===== src/rtl/inmp441_i2s_capture.sv =====
// I2S master receiver for an INMP441 microphone: generates SCK/WS and captures
// the 24-bit left-slot sample once per 64-bit frame.
module inmp441_i2s_capture #(
  parameter int clk_mhz         = 65,
  parameter int sck_half_period = 16,
  parameter int sync_stages     = 2
) (
  input  logic        clk,
  input  logic        reset,
  output logic        cs,
  output logic        sck,
  input  logic        sdo,
  output logic [23:0] value,
  output logic        value_we
);

  if (sck_half_period < 2 || sck_half_period > 255 || sync_stages < 1 || clk_mhz < 1) begin : g_bad_param
    $error("inmp441_i2s_capture: illegal parameter value");
  end

  localparam logic [7:0] DIV_LAST = 8'(sck_half_period - 1);

  logic [7:0]             div_cnt;
  logic [5:0]             bit_cnt;
  logic [5:0]             bit_cnt_next;
  logic                   first_frame;
  logic                   div_tc;
  logic                   rise_evt;
  logic                   fall_evt;
  logic                   take_bit;
  logic                   last_bit;
  logic [sync_stages-1:0] sdo_sync;
  logic [sync_stages-1:0] take_vld;
  logic [sync_stages-1:0] last_vld;
  logic [23:0]            shreg_p0;
  logic                   vld_p0;

  always_comb begin
    div_tc       = (div_cnt == DIV_LAST);
    rise_evt     = div_tc & ~sck;
    fall_evt     = div_tc & sck;
    bit_cnt_next = bit_cnt + 6'd1;
    // Left-slot data occupies bits 1..24: one SCK after the WS transition, MSB first.
    take_bit     = rise_evt && (bit_cnt >= 6'd1) && (bit_cnt <= 6'd24);
    last_bit     = rise_evt && (bit_cnt == 6'd24) && !first_frame;
  end

  always_ff @(posedge clk) begin
    if (reset) begin
      div_cnt     <= '0;
      sck         <= 1'b0;
      bit_cnt     <= '0;
      cs          <= 1'b0;
      first_frame <= 1'b1;
      sdo_sync    <= '0;
      take_vld    <= '0;
      last_vld    <= '0;
      shreg_p0    <= '0;
      vld_p0      <= 1'b0;
      value       <= '0;
      value_we    <= 1'b0;
    end else begin
      if (div_tc) begin
        div_cnt <= '0;
        sck     <= ~sck;
      end else begin
        div_cnt <= div_cnt + 8'd1;
      end

      if (fall_evt) begin
        bit_cnt <= bit_cnt_next;
        cs      <= bit_cnt_next[5];
        if (bit_cnt == 6'd63) first_frame <= 1'b0;
      end

      // Sample strobes travel alongside sdo through the synchroniser depth.
      sdo_sync[0] <= sdo;
      take_vld[0] <= take_bit;
      last_vld[0] <= last_bit;
      for (int i = 1; i < sync_stages; i++) begin
        sdo_sync[i] <= sdo_sync[i-1];
        take_vld[i] <= take_vld[i-1];
        last_vld[i] <= last_vld[i-1];
      end

      // Stage p0: shift register fed from the synchroniser output.
      if (take_vld[sync_stages-1]) shreg_p0 <= {shreg_p0[22:0], sdo_sync[sync_stages-1]};
      vld_p0 <= last_vld[sync_stages-1];

      // Output stage: publish the completed word one cycle after its last bit.
      value_we <= vld_p0;
      if (vld_p0) value <= shreg_p0;
    end
  end

endmodule


===== config.mk =====
export PLATFORM = sky130hd
export DESIGN_NAME = inmp441_i2s_capture
export DESIGN_NICKNAME = d
export VERILOG_FILES = /design/src/rtl/inmp441_i2s_capture.sv
export SDC_FILE = /design/constraint.sdc
export NUM_CORES = 1
export LEC_CHECK = 0
export ABC_AREA = 1
export BUFFER_PORTS_ARGS = -buffer_cell sky130_fd_sc_hd__buf_2
export CORE_MARGIN = 1.5
export CORE_UTILIZATION = 25
export DETAILED_ROUTE_END_ITERATION = 7
export HOLD_SLACK_MARGIN = 0.03
export PLACE_DENSITY = 0.47
export SYNTH_ARGS = -nofsm -noshare
export SYNTH_HDL_FRONTEND = slang
export SYNTH_SLANG_ARGS = --single-unit

===== constraint.sdc =====
create_clock -name clk -period 1.5 [get_ports clk]
set_input_delay 0.075 -clock clk [delete_from_list [all_inputs] [get_ports clk]]
set_output_delay 0.075 -clock clk [all_outputs]
set_load 0.02 [all_outputs]

Yosys cells after proc, flatten, opt, wreduce, memory -nomap -nowiden

Index checks and enable logic that the tools add are counted.
W data, S select, Z words.

Register bits after elaboration: 73
Bits of input ports: 3
Output and inout port bits: 27
Logic and storage cells: 29

Add/subtract/negate cells: 2
Magnitude comparators: 2
Eq/ne operators: 3
Bitwise operators: 3
Reductions and logical operators: 7

Operators by type and width:

| operator              | number |
|---|---|
| $add A8 B1 Y8 const B | 1 |
| $eq A8 B4 Y1 const B  | 1 |
| $add A6 B1 Y6 const B | 1 |
| $eq A6 B5 Y1 const B  | 1 |
| $eq A6 B6 Y1 const B  | 1 |
| $ge A6 B1 Y1 const B  | 1 |
| $le A6 B5 Y1 const B  | 1 |
| $logic_and A1 B1 Y1   | 4 |
| $and A1 B1 Y1         | 2 |
| $reduce_and A2 Y1     | 1 |
| $reduce_or A2 Y1      | 1 |
| $logic_not A1 Y1      | 1 |
| $not A1 Y1            | 1 |

Logic depth before layout (Yosys ltp)

Word-level depth: 4
Depth in mapped cells: 7
Gate-level depth less buffers: 7

Worst setup path after synthesis

OpenSTA, ideal clock, no wires.

Kind: register -> register
Start point: register div_cnt[0]
End point: register bit_cnt[0]
Setup time: 0.113 ns
Arrival time: 1.085 ns
Required time: 1.387 ns
Path slack: 0.302 ns
Cell stages (with the launch flop): 7
Buffers on the path: 0
Period minus slack after synthesis: 1.198 ns
Path through: dfxtp_1 > ha_1 > nand3_4 > nor2_8 > nand2_4 > o21ai_1 > nor2_1

Longest elaborated chain between the ends: 2

Ends and longest elaborated chain:

| what                   | RTL line | text |
|---|---|---|
| from (decl)            | 23       | `logic [7:0] div_cnt;` |
| from (signal assigned) | 67       | `div_cnt <= div_cnt + 8'd1;` |
| $eq A8 B4 Y1           | 39       | `div_tc = (div_cnt == DIV_LAST);` |
| $and A1 B1 Y1          | 41       | `fall_evt = div_tc & sck;` |
| to (signal assigned)   | 71       | `bit_cnt <= bit_cnt_next;` |
| to (decl)              | 24       | `logic [5:0] bit_cnt;` |

No other way between the ends.
A chain may end at the register's enable or synchronous reset.

Worst setup path in the final report

Start point: register div_cnt[0]
End point: register bit_cnt[1]

The elaborated chain is that of the path after synthesis.

==> summary.md <==
The flow ran to the end, and the final reports show no timing, DRC or antenna violations. The mux cell area share after synthesis was 0%. The net count of the mapped netlist was 351.

After synthesis the cells add up to 0.00268 mm^2. Cells with a size suffix above 1 make up 16.1% of the layout. The count of buffers added on input and output ports is 29.

Summing all placed instances gives a cell area of 0.00297 mm^2. The count of cell types in the netlist is 27, and the HPWL after detailed placement is 3.47 mm. For the number of nets in the layout, the log shows 381.

For the initial detailed-routing violation count, the log shows 83. By area, the combinational part of the netlist is dominated by simple AND/OR/NAND/NOR gates. The final period utilization is 88.4%, and the transition time of the tightest slew-check pin is 0.768 ns. The run gives 343 as the synthesized instance count. Once the floorplan was initialized, standard cells occupied 25.8% of the core. The largest incremental delay on the critical path works out to 0.35 ns.

STA classifies the critical path startpoint as a register. The repair_antennas step left the layout with diodes totalling 0. Measured along the y axis, the die boundary spans 107 um. Setup repair after global routing left no endpoint under its margin. The tools report the worst supply voltage drop on vdd as 441 uV. In this run the deepest clock path goes through 2 buffers.

After synthesis, the largest area contributor takes up 53.8% of total cell area. After global routing the overflow that remains totals 0. The tools report the I/O pin count as 30. The flip-flop and latch count after synthesis is 72. Class of the most critical hold timing path: input pin to register.

The routed design has 5.43 mm of wire. For the cell area after layout, the log shows 0.00323 mm^2. TritonCTS created 9 clock buffers.

The run gives 4 as the first-pass detailed-route iteration total. The number of setup buffers added after CTS is 0. In the layout the commonest cells are sky130_fd_sc_hd__nor2_1, sky130_fd_sc_hd__dfxtp_1, sky130_fd_sc_hd__o21ai_0. In this run the tightest slew margin relative to its limit is 48.7%. The count of pins over their slew limit was 0. In this run the clock root is driven by a sky130_fd_sc_hd__clkbuf_8. The startpoint of the lowest-slack hold path is reset.

The endpoint of the worst register-to-register path was bit_cnt[1]. The worst register-to-register path begins at div_cnt[0]. Along the worst hold path, the cell count comes to 2. Setup violations remaining at the end of the flow were counted as 0. The most common library cell in the layout ignoring fill and taps was sky130_fd_sc_hd__nor2_1. After Yosys synthesis, full adders, half adders and majority gates account for 2.34% of the synthesized area. The Yosys step of the flow raised 0 warnings. Yosys attributes the largest share of cell area to sky130_fd_sc_hd__dfxtp_1, sky130_fd_sc_hd__nor2_1, sky130_fd_sc_hd__o21ai_0. The count of nets left with antenna violations once routing finished came out at 0.

TritonCTS built the clock tree. Clock-pin slew was measured on the worst setup and hold paths at 0.07 ns. The max-cap violation count was 0; the highest achievable clock rate was 0.754 GHz. After Yosys synthesis, XOR and XNOR cells account for 0.654% of the synthesized area. The maximum number of pins on one net before global-route repair came out at 27. In the routed design, unresolved DRC markers number 0. The number of antenna violations at the first check in global routing was 0; the number of global-route vias before repair was 2056.

After detailed routing, the number of vias per cell comes to 4.19. From synthesis to final layout, the design area changed by 20.7%. In the final layout, flip-flops and latches occupy 0.00144 mm^2. The congestion estimate from routability-driven global placement came to 0.750. In the final layout, the multi-input gates occupy 0.00109 mm^2.

The run gives 2156 as the detailed-route via count. The average instance in the mapped netlist occupies 7.81 um^2. The per-cell routed wire length was 10.6 um.

After Yosys synthesis, and, or, nand and nor cells account for 26.8% of the synthesized area. For the area of the core region, the log shows 0.0104 mm^2. For the finished layout, the period the worst path requires is 1.33 ns. The count of buffer and inverter cells on the critical path is 0, and the final hold slack is 0.0588 ns. Data arrival time of the worst path: 1.56 ns. The worst setup path is of the register to register kind. Leakage power figure: 1.55 nW. Between clock sinks in the finished design, the worst skew comes to 0.00821 ns. Fill cells in the final layout number 1149. The sequential fraction of the synthesis area is 53.8%, and the total power density per cell area is 1200 mW/mm^2. In this run the worst path has a maximum fanout of 9. The kind of cell with the highest combined delay along the critical path is simple AND/OR/NAND/NOR gates. From left edge to right edge, the die measures 107 um. The slowest stage of the critical path belongs to the cell sky130_fd_sc_hd__dfxtp_1. The worst hold path endpoint was value_we. Final total negative setup slack: 0 ns.

The compound-cell area share of the yosys netlist came out at 11.0%. The die covers 0.0113 mm^2. Summed over all instances, the cell type with the most area after synthesis is sky130_fd_sc_hd__dfxtp_1.

The tools report the total count of hold-check failures in the final report as 0. The run gives 1 as the number of hold buffers added after CTS. The critical path goes through ha_1, nand3_4, nor2_8, nand2_4, o21ai_1, nor2_1.

Clock latency on the worst-skew pair, taken at its later pin, is 0.34 ns. In the global route stage, overall resource usage came out at 10.4%. The initialized floorplan defines 37 standard-cell rows.

The wire length of the first global-routing pass came out at 9.46 mm. The length in cells of the worst reg-to-reg path is 6. The required arrival time at the worst endpoint is 1.73 ns.

The register-to-register setup slack was 0.17 ns; the CTS sink count was 72. The depth of the CTS H-tree came out at 3. The worst setup path is captured at a register.

Count of instances resized after the clock tree is built: 0.
==> routing by layer <==
metal  vias to the layer above  GRT usage (%)  routed length (um)
met5                         -              0                   0
met4                         0           4.29                  44
met3                         5           3.62                 246
met2                        36           16.2                2360
met1                       961           13.1                2780
li1                       1154              -                   -
==> logic make-up after synthesis <==
family,count (synthesis)
simple gates,167
flops,72
compound gates,59
buf+inv,38
fa+ha+maj,5
xor+xnor,2
==> per-stage QoR <==
stage | power, mW | util [%] | std cells | worst slack (ns)
3_3_place_gp | 2.02 | 28.6 | 497 | 0.234
4_1_cts | 3.95 | 31.2 | 514 | 0.173
6_report | 3.89 | 31.2 | 514 | 0.174
5_1_grt | 4.04 | 31.2 | 514 | 0.0651
3_5_place_dp | 2.03 | 28.6 | 497 | 0.186
2_1_floorplan | 2.01 | - | 343 | 0.302
==> worst register-to-register path, delay by kind of cell (launching register included) <==
family | cells | cell delay (ns)
and+or+nand+nor | 4 | 0.49
DFF | 1 | 0.35
adders and majority gates | 1 | 0.24
AOI/OAI and AO/OA | 1 | 0.14
==> sequential cells by signal, summed over array words and instances, names as in the netlist, 2 cells and up <==
| name | count |
|---|---|
| take_vld | 2 |
| value | 24 |
| div_cnt | 8 |
| bit_cnt | 5 |
| shreg_p0 | 24 |
| last_vld | 2 |
| sdo_sync | 2 |
==> how the worst max path moves through the flow <==
stage	start	slack, ns	to	depth (start not counted)
after CTS	div_cnt[0]	0.17	bit_cnt[1]	6
final	div_cnt[0]	0.17	bit_cnt[1]	6
after global placement	div_cnt[0]	0.23	bit_cnt[1]	6
after floorplan	div_cnt[0]	0.30	bit_cnt[0]	6
after detailed placement	div_cnt[0]	0.19	bit_cnt[1]	6
after global routing	div_cnt[0]	0.07	bit_cnt[1]	6
==> where the power goes <==
part	internal [mW]	leakage [nW]	total, mW	switching, mW
sequential	1.92	0.581	1.92	0.00605
clock	1.19	0.126	1.91	0.715
combinational	0.0197	0.845	0.0576	0.0379
total	3.13	1.55	3.89	0.758
==> cells in the mapped netlist (all sizes together) <==
| cell type | n |
|---|---|
| a21oi | 7 |
| nor3b | 2 |
| nand3b | 1 |
| nand4 | 5 |
| o21ai | 52 |
| ha | 5 |
| nand3 | 11 |
| nor2 | 124 |
| clkbuf | 12 |
| nand2 | 22 |
| dfxtp | 72 |
| xor2 | 1 |
| nor3 | 1 |
| or2 | 1 |
| xnor2 | 1 |
| clkinv | 1 |
| buf | 4 |
| inv | 21 |
==> layout make-up <==
cell class	instances	share of cell area, %
Clock inverter	5	3.17
Multi-Input combinational cell	233	33.8
Tap cell	136	5.26
Sequential cell	72	44.6
Clock buffer	11	4.68
Inverter	22	2.55
Timing Repair Buffer	35	5.96
Power figures use the tool's default switching activity.
